[src/rtl/rf_pkg.sv]
// Shared constants and types for the multi-port register file.
// Build option: define RF_BYPASS_EN for same-cycle write-to-read forwarding.
package rf_pkg;

  localparam int unsigned XLEN_DEFAULT  = 32;
  localparam int unsigned NREGS_DEFAULT = 32;
  localparam int unsigned AW_DEFAULT    = $clog2(NREGS_DEFAULT);

  // Register 0 is the hardwired-zero register.
  localparam int unsigned REG_ZERO = 0;

  typedef logic [AW_DEFAULT-1:0]   reg_idx_t;
  typedef logic [XLEN_DEFAULT-1:0] word_t;

endpackage : rf_pkg

[src/rtl/regfile_mp_if.sv]
// Decode/writeback-facing bus of the multi-port register file.
// The master modport is the datapath side; the slave modport is the register file.
interface regfile_mp_if #(
  parameter int unsigned XLEN  = 32,
  parameter int unsigned NREGS = 32,
  parameter int unsigned NR    = 2,
  parameter int unsigned NW    = 1
);
  localparam int unsigned AW = $clog2(NREGS);

  logic [NW-1:0]            we;
  logic [NW-1:0][AW-1:0]    wa;
  logic [NW-1:0][XLEN-1:0]  wd;
  logic [NR-1:0][AW-1:0]    ra;
  logic [NR-1:0][XLEN-1:0]  rd;
  logic [NR-1:0]            rbusy;
  logic                     alloc_en;
  logic [AW-1:0]            alloc_addr;

  modport master (
    output we, wa, wd, ra, alloc_en, alloc_addr,
    input  rd, rbusy
  );

  modport slave (
    input  we, wa, wd, ra, alloc_en, alloc_addr,
    output rd, rbusy
  );

endinterface : regfile_mp_if

[src/rtl/rf_scoreboard.sv]
// Pending-writeback scoreboard: one busy bit per register, set by allocation,
// cleared by a committed write; a same-cycle allocation beats the clear.
module rf_scoreboard
  import rf_pkg::*;
#(
  parameter int unsigned NREGS = NREGS_DEFAULT,
  parameter int unsigned NW    = 1,
  parameter int unsigned AW    = $clog2(NREGS)
) (
  input  logic                   clk,
  input  logic                   reset,
  input  logic                   alloc_en,
  input  logic [AW-1:0]          alloc_addr,
  input  logic [NW-1:0]          wr_en,
  input  logic [NW-1:0][AW-1:0]  wr_addr,
  output logic [NREGS-1:0]       busy
);

  logic [NREGS-1:0] busy_d;
  logic [NREGS-1:0] busy_q;

  // NOTE: blocking assignments in always_comb run in order, so the later
  // statement (the allocation) overrides an earlier clear of the same bit.
  always_comb begin
    busy_d = busy_q;
    for (int j = 0; j < NW; j++) begin
      if (wr_en[j] && (wr_addr[j] != AW'(REG_ZERO))) begin
        busy_d[wr_addr[j]] = 1'b0;
      end
    end
    if (alloc_en && (alloc_addr != AW'(REG_ZERO))) begin
      busy_d[alloc_addr] = 1'b1;
    end
    busy_d[REG_ZERO] = 1'b0;
  end

  // NOTE: state flops use non-blocking assignments so every flop samples
  // pre-edge values regardless of process ordering.
  always_ff @(posedge clk) begin
    if (reset) begin
      busy_q <= '0;
    end else begin
      busy_q <= busy_d;
    end
  end

  assign busy = busy_q;

endmodule : rf_scoreboard

[src/rtl/regfile_mp.sv]
// Parametrised multi-port integer register file with collision priority and
// pending-writeback scoreboard. Build option: RF_BYPASS_EN adds wd->rd forwarding.
module regfile_mp
  import rf_pkg::*;
#(
  parameter int unsigned XLEN  = XLEN_DEFAULT,
  parameter int unsigned NREGS = NREGS_DEFAULT,
  parameter int unsigned NR    = 2,
  parameter int unsigned NW    = 1
) (
  input  logic         clk,
  input  logic         reset,
  regfile_mp_if.slave  bus
);

  localparam int unsigned AW = $clog2(NREGS);

  logic [XLEN-1:0]  regs_d [NREGS];
  logic [XLEN-1:0]  regs_q [NREGS];
  logic [NREGS-1:0] busy;

  // Ascending port order: the highest-indexed writer to an address lands last.
  always_comb begin
    regs_d = regs_q;
    for (int j = 0; j < NW; j++) begin
      if (bus.we[j] && (bus.wa[j] != AW'(REG_ZERO))) begin
        regs_d[bus.wa[j]] = bus.wd[j];
      end
    end
    regs_d[REG_ZERO] = '0;
  end

  // NOTE: the whole array is reset here, which forces it into flops rather
  // than a RAM macro; a synchronous clear of every register is required.
  always_ff @(posedge clk) begin
    if (reset) begin
      for (int r = 0; r < NREGS; r++) begin
        regs_q[r] <= '0;
      end
    end else begin
      regs_q <= regs_d;
    end
  end

  rf_scoreboard #(
    .NREGS (NREGS),
    .NW    (NW),
    .AW    (AW)
  ) u_scoreboard (
    .clk        (clk),
    .reset      (reset),
    .alloc_en   (bus.alloc_en),
    .alloc_addr (bus.alloc_addr),
    .wr_en      (bus.we),
    .wr_addr    (bus.wa),
    .busy       (busy)
  );

  always_comb begin
    for (int i = 0; i < NR; i++) begin
      bus.rd[i]    = regs_q[bus.ra[i]];
      bus.rbusy[i] = busy[bus.ra[i]];
`ifdef RF_BYPASS_EN
      for (int j = 0; j < NW; j++) begin
        if (bus.we[j] && (bus.wa[j] == bus.ra[i]) && (bus.ra[i] != AW'(REG_ZERO))) begin
          bus.rd[i]    = bus.wd[j];
          bus.rbusy[i] = 1'b0;
        end
      end
`endif
      if (bus.ra[i] == AW'(REG_ZERO)) begin
        bus.rd[i]    = '0;
        bus.rbusy[i] = 1'b0;
      end
    end
  end

endmodule : regfile_mp

[src/flat_wrapper.sv]
// flat-port wrapper written by rule: the top's interface ports become plain ports
module regfile_mp_flat import rf_pkg::*;
#(
  parameter int unsigned XLEN  = XLEN_DEFAULT,
  parameter int unsigned NREGS = NREGS_DEFAULT,
  parameter int unsigned NR    = 2,
  parameter int unsigned NW    = 1
)
  (clk, reset, bus_we, bus_wa, bus_wd, bus_ra, bus_alloc_en, bus_alloc_addr, bus_rd, bus_rbusy);
  regfile_mp_if #(.XLEN(XLEN), .NREGS(NREGS), .NR(NR), .NW(NW)) bus_i ();
  input  logic clk;
  input  logic reset;
  input wire logic [$bits(bus_i.we)-1:0] bus_we;
  input wire logic [$bits(bus_i.wa)-1:0] bus_wa;
  input wire logic [$bits(bus_i.wd)-1:0] bus_wd;
  input wire logic [$bits(bus_i.ra)-1:0] bus_ra;
  input wire logic [$bits(bus_i.alloc_en)-1:0] bus_alloc_en;
  input wire logic [$bits(bus_i.alloc_addr)-1:0] bus_alloc_addr;
  output wire logic [$bits(bus_i.rd)-1:0] bus_rd;
  output wire logic [$bits(bus_i.rbusy)-1:0] bus_rbusy;
  assign bus_i.we = bus_we;
  assign bus_i.wa = bus_wa;
  assign bus_i.wd = bus_wd;
  assign bus_i.ra = bus_ra;
  assign bus_i.alloc_en = bus_alloc_en;
  assign bus_i.alloc_addr = bus_alloc_addr;
  assign bus_rd = bus_i.rd;
  assign bus_rbusy = bus_i.rbusy;
  regfile_mp #(.XLEN(XLEN), .NREGS(NREGS), .NR(NR), .NW(NW)) u_core (.clk(clk), .reset(reset), .bus(bus_i));
endmodule
[config.mk]
export PLATFORM = sky130hd
export DESIGN_NAME = regfile_mp_flat
export DESIGN_NICKNAME = d
export VERILOG_FILES = /design/src/rtl/rf_pkg.sv /design/src/rtl/regfile_mp_if.sv /design/src/rtl/rf_scoreboard.sv /design/src/rtl/regfile_mp.sv /design/src/flat_wrapper.sv
export SDC_FILE = /design/constraint.sdc
export NUM_CORES = 2
export LEC_CHECK = 0
export ABC_AREA = 1
export ABC_CLOCK_PERIOD_IN_PS = 1600
export BUFFER_PORTS_ARGS = -buffer_cell sky130_fd_sc_hd__buf_2
export CAP_MARGIN = 5
export CORE_UTILIZATION = 40
export DETAILED_ROUTE_END_ITERATION = 8
export PLACE_DENSITY_LB_ADDON = 0.08
export SKIP_CTS_REPAIR_TIMING = 1
export SLEW_MARGIN = 20
export SYNTH_ARGS = -nofsm -noshare
export SYNTH_HDL_FRONTEND = slang
export SYNTH_SLANG_ARGS = --single-unit
export TNS_END_PERCENT = 1
[constraint.sdc]
create_clock -name clk -period 1.6 [get_ports clk]
set_input_delay 0.24 -clock clk [delete_from_list [all_inputs] [get_ports clk]]
set_output_delay 0.24 -clock clk [all_outputs]
set_load 0.03 [all_outputs]
==> qor.yml <==
outcome: "complete, but fails checks"
violations: "hold timing, setup timing"
start_kind: "register"
period_share_pct: 141.2
clock_latency_ns: 0.76
cpPeakStageDelay_ns: 0.31
power_density_mw_per_mm2: 946.5
place_inst: 10925
dpl_cell_area_mm2: 0.06380
synth_cells: 9196
synth_area_per_cell_um2: 6.051
crit_fanout: 2
worst_pin_slew_ns: 0.6453
drive_gt1_share_pct: 15.04
utilization_pct: 50.36
ir_drop_mv: 0.8978
cts_root_buf: "clkbuf_16"
timing.final.max_slew_violations: 0
antenna_found_initial: 19
die_area_mm2: 0.1406
final_cell_mix: "nand2_1, nand3_1, nor2_1, o21ai_0, dfxtp_1"
core_area_mm2: 0.1377
fin_cells: 11160
die_h_um: 375.0
cts_tree: "done"
synth.distinct_cells: 19
rows: 136
crit_chain: "inv_1 -> buf_4 -> nand2_1 -> nand3_2 -> nand3_2 -> nand3_2 -> nand2_1 -> nand2_1 -> nand2_2 -> buf_8"
die_x_um: 375.0
ys_ff_latch: 1023
cp_slowest_cell: "dfxtp_1"
syn-num-nets: 9252
drtIter0Drc: 8174
grt_max_degree: 66
dp_hpwl_mm: 171.8
final_nets: 9316
clock.fmax_mhz: 442.8
cp-end-kind: "output port"
wl_per_cell_um: 23.52
ys_seq_area_share_pct: 36.80
timing.final.ws_setup_ns: -0.6585
drtPass1Iterations: 9
first_global_vias: 57491
min_path_type: "in2reg"
grt-ovfl-total: 0
cts_made_buffers: 120
final_common_cell: "nand2_1"
grt_pass1_wl_mm: 385.4
r2r_cells: 3
maxSlewHeadroom_pct: 56.98
syn_to_final_growth_pct: 24.59
clk_pin_slew_ns: 0.06
initial_core_util_pct: 40.42
clockBufferDepth: 3
io_pins: 122
fill_cells: 13734
via_count: 64356
power.leakage_nw: 29.49
total_power_w: 0.06561
io_buffers: 121
path_class: "reg2out"
synthesis.area_mm2: 0.05564
numClockSinks: 1023
setup_viol: 66
whs_ns: -0.03288
hold_violations: 22
drv_cap: 0
yosys_warnings: 0
grt.total_usage_pct: 36.10
place.gp.congestion: 0.9344
worstPathArrival_ns: 2.02
crit_required_ns: 1.36
htree_levels: 3
skew_ns: 0
min_path_cells: 5
fin_crit_ns: 2.259
rsz0062_at_grt: "true"
finalWirelength_mm: 262.5
drc: 0
fin_area_mm2: 0.06933
final_antenna_net_count: 0
viasPerCell: 5.767
## routing by layer
layer	global-route usage (%)	share of wire (%)	routed length (µm)	vias to the layer above
met4	14.26	3.9	10340	12
met2	54.71	43	112400	3677
li1	-	-	-	29958
met3	6.264	11	28320	640
met1	50.52	42	111400	30069
met5	0	0.029	76	-
## cells by family (layout without fill, tap and decap cells)
kind of cell / after synthesis / count (layout) / share of synthesized area, %
DFF: 1023 / 1023 / 36.80
other: 0 / 6 / 0
buffers and inverters: 1433 / 1597 / 10.07
AOI/OAI and AO/OA: 1773 / 1773 / 15.96
and+or+nand+nor: 4967 / 4967 / 37.16
## layout make-up
| cell class | instances | area, µm² | share of cell area, % |
|---|---|---|---|
| multi-input combinational | 6740 | 30580 | 44.11 |
| sequential | 1023 | 20630 | 29.75 |
| tap | 1794 | 2245 | 3.238 |
| antenna | 6 | 15.01 | 0.02166 |
| clock inverter | 34 | 445.4 | 0.6425 |
| timing repair buffer | 789 | 9479 | 13.67 |
| clock buffer | 188 | 3681 | 5.310 |
| inverter | 586 | 2255 | 3.252 |
## worst max-delay path, delay by kind of cell, from the launching register on
| family | cells | cell delay [ns] |
|---|---|---|
| simple gates | 7 | 0.60 |
| buf+inv | 3 | 0.34 |
| flops | 1 | 0.31 |
## sequential cells by signal, indices dropped and copies added (netlist names)
name                      cells
u_core.regs_q               992
u_core.u_scoreboard.busy     31
## Yosys cell counts
cell	n	area share, %
a21oi_1	777	7.0
a22oi_1	4	0.054
buf_1	122	0.82
buf_2	176	1.6
buf_4	1	0.013
clkbuf_1	548	3.7
clkinv_1	2	0.013
dfxtp_1	1023	37
inv_1	565	3.8
inv_2	19	0.13
nand2_1	2181	15
nand3_1	1527	14
nand3_2	1	0.018
nand4_1	33	0.37
nor2_1	1211	8.2
nor2_2	8	0.090
nor4_1	6	0.067
o21ai_0	923	8.3
o21ai_1	69	0.62
## report_power, final
part / switching [W] / internal, W
Clock: 0.0119 / 0.0171
Sequential: 0.000182 / 0.0258
Combinational: 0.00695 / 0.00368
## per-stage QoR
step	setup WS [ns]	setup TNS, ns	hold WS (ns)
after floorplan	-0.05242	-2.762	0.3091
after global placement	-0.6211	-42.94	0.4459
after detailed placement	-0.6090	-45.65	0.4520
after CTS	-1.023	-44.80	-0.1929
after global routing	-0.6881	-39.35	0.0002547
final	-0.6585	-35.55	-0.03288
## path summary, 6_finish.rpt
check	from	to	slack, ns
setup reg to reg	u_core.regs_q[294]	u_core.regs_q[294]	0.84
setup / recovery	u_core.regs_q[614]	bus_rd[6]	-0.66
hold / removal	bus_alloc_addr[1]	u_core.u_scoreboard.busy[25]	-0.03
hold reg to reg	u_core.regs_q[619]	u_core.regs_q[619]	0.46
(Power assumes the default switching activity.)
